--- src/rtl/seg_scan_pkg.sv ---
// ----------------------------------------------------------------------------
// seg_scan_pkg
// Shared types and constants for the multiplexed 7-segment scan driver.
//   slot_t            : 2-bit digit slot index (0..3)
//   state_t           : scan controller states (IDLE / RUN)
//   SEG_BLANK_DEFAULT : segment pattern with every segment off (active-low)
//   AN_OFF            : anode pattern with every digit disabled (active-low)
//   slot_to_an()      : slot index -> active-low digit enable pattern
// ----------------------------------------------------------------------------
package seg_scan_pkg;

    typedef logic [1:0] slot_t;

    typedef enum logic {
        ST_IDLE = 1'b0,
        ST_RUN  = 1'b1
    } state_t;

    localparam logic [6:0] SEG_BLANK_DEFAULT = 7'h7F;
    localparam logic [3:0] AN_OFF            = 4'hF;

    // Slot-to-enable table, slot 0 in the low nibble:
    // slot0=0111, slot1=1011, slot2=1101, slot3=1110
    localparam logic [15:0] AN_TABLE = {4'b1110, 4'b1101, 4'b1011, 4'b0111};

    function automatic logic [3:0] slot_to_an(input slot_t slot);
        return AN_TABLE[{slot, 2'b00} +: 4];
    endfunction

endpackage

--- src/rtl/seg_scan_driver_prescaler.sv ---
// ----------------------------------------------------------------------------
// scan_prescaler
// Digit-slot timebase. Counts 0..TICK_DIV-1 while run is high and wraps;
// holds at 0 whenever run is low.
// Ports:
//   clk   in   clock, rising edge
//   rst_n in   asynchronous active-low reset
//   run   in   count enable; low clears the counter on the next edge
//   cnt   out  current position inside the digit slot
//   wrap  out  high in the last cycle of a slot while running (slot advance)
// ----------------------------------------------------------------------------
module scan_prescaler #(
    parameter int TICK_DIV = 50000,
    parameter int CNT_W    = $clog2(TICK_DIV)
) (
    input  logic             clk,
    input  logic             rst_n,
    input  logic             run,
    output logic [CNT_W-1:0] cnt,
    output logic             wrap
);

    localparam logic [CNT_W-1:0] CNT_MAX = CNT_W'(TICK_DIV - 1);

    logic [CNT_W-1:0] cnt_reg;

    assign wrap = run && (cnt_reg == CNT_MAX);
    assign cnt  = cnt_reg;

    always_ff @(posedge clk or negedge rst_n) begin
        if (!rst_n) begin
            cnt_reg <= '0;
        end else if (!run || wrap) begin
            cnt_reg <= '0;
        end else begin
            cnt_reg <= cnt_reg + 1'b1;
        end
    end

endmodule

--- src/rtl/seg_scan_driver.sv ---
// ----------------------------------------------------------------------------
// seg_scan_driver
// Time-multiplexed driver for a 4-digit common-anode 7-segment display.
// A snapshot of all four digit patterns is taken at the start of every frame
// so the display never tears mid-frame; each digit is then shown for
// TICK_DIV clocks in turn.
//
// Parameters:
//   TICK_DIV  clk cycles per digit slot (>= 2)
//   BLANK_CYC blanked cycles at the start of each slot (< TICK_DIV)
//   SEG_BLANK all-segments-off pattern (active-low segments)
// Ports:
//   clk          in   clock, rising edge
//   rst_n        in   asynchronous active-low reset
//   en           in   scan enable (level)
//   seg_a..seg_d in   per-digit segment patterns
//   seg_out      out  shared segment bus
//   an_n         out  active-low digit enables, at most one low
//   frame_start  out  one-cycle pulse at slot0/cnt0
// Build option:
//   SEG_SCAN_BLANK_EN  when defined, the first BLANK_CYC cycles of every slot
//                      are blanked (anti-ghosting). Otherwise BLANK_CYC only
//                      takes part in the parameter legality check.
//
// All outputs are decoded purely from registers (state, slot, cnt, snapshot);
// the inputs only feed next-state logic.
// ----------------------------------------------------------------------------
module seg_scan_driver
    import seg_scan_pkg::*;
#(
    parameter int         TICK_DIV  = 50000,
    parameter int         BLANK_CYC = 16,
    parameter logic [6:0] SEG_BLANK = SEG_BLANK_DEFAULT
) (
    input  logic       clk,
    input  logic       rst_n,
    input  logic       en,
    input  logic [6:0] seg_a,
    input  logic [6:0] seg_b,
    input  logic [6:0] seg_c,
    input  logic [6:0] seg_d,
    output logic [6:0] seg_out,
    output logic [3:0] an_n,
    output logic       frame_start
);

    localparam int CNT_W = $clog2(TICK_DIV);

    // Elaboration-time parameter legality check
    if (TICK_DIV < 2 || BLANK_CYC < 0 || BLANK_CYC >= TICK_DIV) begin : g_bad_params
        $error("seg_scan_driver: need TICK_DIV >= 2 and 0 <= BLANK_CYC < TICK_DIV");
    end

    state_t           state_reg;
    state_t           state_next;
    slot_t            slot_reg;
    logic [CNT_W-1:0] cnt;
    logic             wrap;
    logic             run;
    logic             snap_load;
    logic             blank;
    logic [6:0]       seg_in   [4];
    logic [6:0]       snap_arr [4];

    // Counting only continues on edges where en is still high; the edge that
    // sees en=0 clears cnt and slot together with the RUN->IDLE transition.
    assign run = (state_reg == ST_RUN) && en;

    // Snapshot is taken on the edge that lands on slot0/cnt0: either the
    // IDLE->RUN entry or the wrap out of slot 3.
    assign snap_load = ((state_reg == ST_IDLE) && en) ||
                       (wrap && (slot_reg == 2'd3));

    scan_prescaler #(
        .TICK_DIV (TICK_DIV),
        .CNT_W    (CNT_W)
    ) u_prescaler (
        .clk   (clk),
        .rst_n (rst_n),
        .run   (run),
        .cnt   (cnt),
        .wrap  (wrap)
    );

    assign seg_in[0] = seg_a;
    assign seg_in[1] = seg_b;
    assign seg_in[2] = seg_c;
    assign seg_in[3] = seg_d;

    // Per-digit snapshot registers
    for (genvar gi = 0; gi < 4; gi++) begin : g_snap
        logic [6:0] snap_reg;

        always_ff @(posedge clk or negedge rst_n) begin
            if (!rst_n) begin
                snap_reg <= SEG_BLANK;
            end else if (snap_load) begin
                snap_reg <= seg_in[gi];
            end
        end

        assign snap_arr[gi] = snap_reg;
    end

    // Slot index: advances on each prescaler wrap, held at 0 outside RUN
    always_ff @(posedge clk or negedge rst_n) begin
        if (!rst_n) begin
            slot_reg <= 2'd0;
        end else if (!run) begin
            slot_reg <= 2'd0;
        end else if (wrap) begin
            slot_reg <= slot_reg + 2'd1;
        end
    end

    always_ff @(posedge clk or negedge rst_n) begin
        if (!rst_n) begin
            state_reg <= ST_IDLE;
        end else begin
            state_reg <= state_next;
        end
    end

`ifdef SEG_SCAN_BLANK_EN
    localparam logic [CNT_W-1:0] BLANK_LIM = CNT_W'(BLANK_CYC);
    assign blank = (cnt < BLANK_LIM);
`else
    assign blank = 1'b0;
`endif

    // Next state and output decode (outputs depend on registers only)
    always_comb begin
        state_next  = state_reg;
        seg_out     = SEG_BLANK;
        an_n        = AN_OFF;
        frame_start = 1'b0;

        case (state_reg)
            ST_IDLE: begin
                if (en) begin
                    state_next = ST_RUN;
                end
            end
            ST_RUN: begin
                if (!en) begin
                    state_next = ST_IDLE;
                end
                frame_start = (slot_reg == 2'd0) && (cnt == '0);
                if (!blank) begin
                    seg_out = snap_arr[slot_reg];
                    an_n    = slot_to_an(slot_reg);
                end
            end
            default: begin
                state_next = ST_IDLE;
            end
        endcase
    end

endmodule

--- config.mk ---
export PLATFORM = sky130hd
export DESIGN_NAME = seg_scan_driver
export DESIGN_NICKNAME = d
export VERILOG_FILES = /design/src/rtl/seg_scan_pkg.sv /design/src/rtl/seg_scan_driver_prescaler.sv /design/src/rtl/seg_scan_driver.sv
export SDC_FILE = /design/constraint.sdc
export NUM_CORES = 1
export LEC_CHECK = 0
export BUFFER_PORTS_ARGS = -buffer_cell sky130_fd_sc_hd__buf_2
export CAP_MARGIN = 25
export CORE_MARGIN = 4
export CORE_UTILIZATION = 59
export DETAILED_ROUTE_END_ITERATION = 6
export GPL_TIMING_DRIVEN = 0
export HOLD_SLACK_MARGIN = 0.15
export PLACE_DENSITY = 0.9
export SLEW_MARGIN = 15
export SYNTH_ARGS = -nofsm -noshare
export SYNTH_HDL_FRONTEND = slang
export SYNTH_SLANG_ARGS = --single-unit
--- constraint.sdc ---
create_clock -name clk -period 7.5 [get_ports clk]
set_clock_uncertainty 0.15 [all_clocks]
set_input_delay 1.5 -clock clk [delete_from_list [all_inputs] [get_ports clk]]
set_output_delay 1.5 -clock clk [all_outputs]
set_load 0.01 [all_outputs]
==> impl_summary.md <==
CTS
CTS saw 47 sinks. The CTS tree is yes. The total setup buffers inserted after CTS is 0. The post-cts gate resize count is 0. The cell at the root of the clock tree is clkbuf_8. The number of buffers on the longest clock path is 2. The CTS H-tree depth is 2. The register clock-pin slew on the reported worst setup and hold paths is roughly 90 ps. The clock latency of the later-clocked register in the worst-skew pair is ~300 ps. Buffers inserted during clock tree synthesis total 5.

The total of hold buffers inserted after clock tree synthesis is 0.

Pwr
The overall power of the completed layout is 572 uW. The clock network accounts for between 30 and 40% of the total power. In this run the power spent charging and discharging nets is 133 uW. The internal power contribution is about 440 uW.

The sequential fraction of design power is roughly 54%. Of the total power, the share spent switching nets is roughly 23%. The leakage power total is ~0.0012 uW. Combinational logic burns 13.9% of the power.

VDD sags by at most 0.138 mV. For this design the ratio of total power to cell area is roughly 200 nW/um^2.

Min path
Counting instances, the worst hold path has a depth of 1. The worst hold path belongs to the class flip-flop to flip-flop. The worst hold path begins at u_prescaler.cnt[0]$_DFF_PN0_. The worst-case hold path end point is u_prescaler.cnt[0]$_DFF_PN0_.

Global route
The number of global-route vias before repair is 1593. In the global route stage, overall resource usage came out at 19.4%. The layer flagged by global routing as most heavily used is met2. The global-route congestion overflow total is 0. The first global-routing pass estimated between 7 and 8 mm of wire. The initial antenna violation count was 0. Global routing consumed, on the met3 layer, 4.35% of the routing resources.

Global routing used approximately a quarter of the available met1 tracks. Global routing used approximately 30% of the available met2 tracks. Entering global routing, the biggest net connects 48 pins.

Worst setup path
For this run, the slowest stage of the critical path takes around 480 ps. The startpoint-to-endpoint class of the critical path is flip-flop to output pin. Along the worst path, the maximum fanout reaches 8. The endpoint kind of the worst setup timing path is an output pin. The worst-case register-to-register setup slack is 4680 ps. The worst path required time is 5850 ps. The kind of launch point of the worst setup path is a flip-flop. The signal on the critical path passes through clkbuf_1, inv_1, ha_1, nand2_1, or4_1, nor2_1, buf_2. The worst register-to-register path begins at u_prescaler.cnt[13]$_DFF_PN0_. The arrival time of data at the critical path endpoint is around 2300 ps.

The worst-case reg-to-reg path depth is 6. The critical path contains buffers and inverters numbering 3 combined. The largest individual stage delay along the critical path comes from the cell or4_1. The worst flop-to-flop path endpoint is g_snap[0].snap_reg[5]$_DFFE_PN1P_. The kind of cell with the highest combined delay along the critical path is simple AND/OR/NAND/NOR gates.

STA
The clock period minus worst slack is 3920 ps. The number of failing hold endpoints at the final stage was 0. The highest clock frequency the design can meet is roughly 260 MHz. The max-slew violation total from the final report was 0. For the pin with the worst max-slew slack, the measured transition is around 650 ps. Setup repair after global routing left no endpoint under its margin. The final worst-path cycle share is between 50% and 60%. The max-slew headroom at the worst pin is 56.4%. The setup TNS is 0 ps. Setup violations remaining at the end of the flow were counted as 0.

Route
Summing over every cut layer, the via total after detailed routing is around 1600. The detailed-route DRC error count is 0. The routed wire length is approximately 4.8 mm. The post-detailed-route wirelength per cell is about 17 um.

The detailed router finished its first iteration with between 100 and 150 violations. The detailed-routing iteration count for the pre-antenna-repair pass is 4. The count of nets left with antenna violations after detail routing is 0. Dividing the detail-routed via count by the number of cells gives 5.62.

Yosys
The share of the Yosys chip area taken by registers is between 50% and 60%. The post-synthesis area per instance is roughly 13 um^2. The net count of the mapped netlist is approximately 220. The number of distinct standard cells referenced by the synthesized netlist is 24. The gate count after technology mapping is 186. After synthesis the cells add up to ~2400 um^2. Yosys printed 0 warnings. The post-synthesis sequential element count is 47.

Floorplan
The core outline area is roughly 3800 um^2. The y dimension of the die is 71.7 um. The floorplan step set the die width to ~72 um. The effective utilization at floorplan is a little over three fifths. 43 I/O pins were placed. The number of rows created at floorplan is 22. The floorplan die area is a little over 5000 um^2.

Final layout
Once layout is complete, the utilization of the core stands at roughly three quarters. The number of nets at the end of the flow is 273. In the layout the commonest cells are buf_2 (43), dfstp_2 (28), nor2_1 (23). The register with the most flip-flops in the layout has 28 of them. The library cell used most frequently in the layout, excluding fill and tap cells, is buf_2. Fill cells in the final layout number 250.

The area growth from synthesis to layout is 17.3%. The number of antenna diodes is 0. In the final layout, the share of cells above drive strength 1 is 49.8%.

Placement
Buffers placed on the I/O ports in this run total 42. Summed over all nets, the half-perimeter wirelength after detailed placement is 3.31 mm. At the end of routability-driven placement, the weighted congestion stood at roughly 0.83.

Job
Across the run, the number of max-cap violations was 0.

Outcome
The flow ran to the end, and the final reports show no timing, DRC or antenna violations.
power groups by stage:
stage	clock [uW]	sequential (uW)	combinational, uW
final	185	308	79.5
after CTS	190	307	77.8
after detailed placement	0	311	77.5
after global placement	0	309	74.4
after global routing	200	311	85.4
after floorplan	0	305	54.2
worst max-delay path by stage:
stage                                  from     endpoint  cells past startpoint
floorplan           slot_reg[0]$_DFFE_PN0N_  frame_start                      6
global placement    slot_reg[0]$_DFFE_PN0N_  frame_start                      7
detailed placement  slot_reg[0]$_DFFE_PN0N_  frame_start                      7
CTS                 slot_reg[0]$_DFFE_PN0N_  frame_start                      7
global route        slot_reg[0]$_DFFE_PN0N_  frame_start                      7
finish              slot_reg[0]$_DFFE_PN0N_  frame_start                      7
layout make-up:
| cell class | count | area (um^2) | area share (%) |
|---|---|---|---|
| tap | 48 | 60.1 | 2.14 |
| inverter | 9 | 33.8 | 1.20 |
| buffer | 7 | 50.0 | 1.78 |
| sequential | 47 | 1210 | 43.1 |
| clock buffer | 7 | 108 | 3.83 |
| clock inverter | 1 | 8.76 | 0.312 |
| multi-input combinational | 123 | 1100 | 39.2 |
| timing repair buffer | 43 | 238 | 8.46 |
synth_stat cells:
| cell | number | area share (%) |
|---|---|---|
| and3_1 | 1 | 0.26 |
| buf_2 | 1 | 0.21 |
| buf_8 | 2 | 1.3 |
| clkbuf_1 | 4 | 0.63 |
| dfrtp_1 | 19 | 20 |
| dfstp_2 | 28 | 31 |
| ha_1 | 6 | 3.1 |
| inv_1 | 9 | 1.4 |
| mux2_2 | 8 | 3.8 |
| mux2_4 | 20 | 13 |
| mux2i_1 | 1 | 0.42 |
| mux4_2 | 7 | 6.6 |
| nand2_1 | 8 | 1.3 |
| nand2b_1 | 7 | 1.8 |
| nand3_1 | 9 | 1.9 |
| nand4_1 | 5 | 1.3 |
| nor2_1 | 23 | 3.6 |
| nor3_1 | 4 | 0.84 |
| nor4_1 | 3 | 0.78 |
| o22ai_4 | 1 | 0.84 |
| or3_1 | 1 | 0.26 |
| or4_1 | 4 | 1.3 |
| xnor2_1 | 12 | 4.4 |
| xor2_1 | 3 | 1.1 |
cell families (layout without fill, tap and decap cells):
group	Yosys count	in the layout	synth area share [%]
AOI/OAI and AO/OA	1	1	0.835
xor gates and xnor gates	15	15	5.48
adders and majority gates	6	6	3.13
buffers and inverters	16	67	3.50
DFF	47	47	50.5
muxes	36	36	23.3
and+or+nand+nor	65	65	13.3
metrics by stage:
step                hold slack, ps  worst slack, ps  std cells  cell area [um^2]
floorplan                      356             4150        186              2400
finish                         410             3580        285              2810
global placement               390             3970        276              2670
global route                   438             3440        285              2810
CTS                            408             3580        284              2780
detailed placement             394             3930        276              2670
routing by layer:
| layer | share of wire (%) | vias up |
|---|---|---|
| met5 | 0 | - |
| met4 | 2.1 | 0 |
| met3 | 5.2 | 8 |
| met2 | 49 | 50 |
| met1 | 44 | 802 |
| li1 | - | 743 |
(Power assumes the default switching activity.)
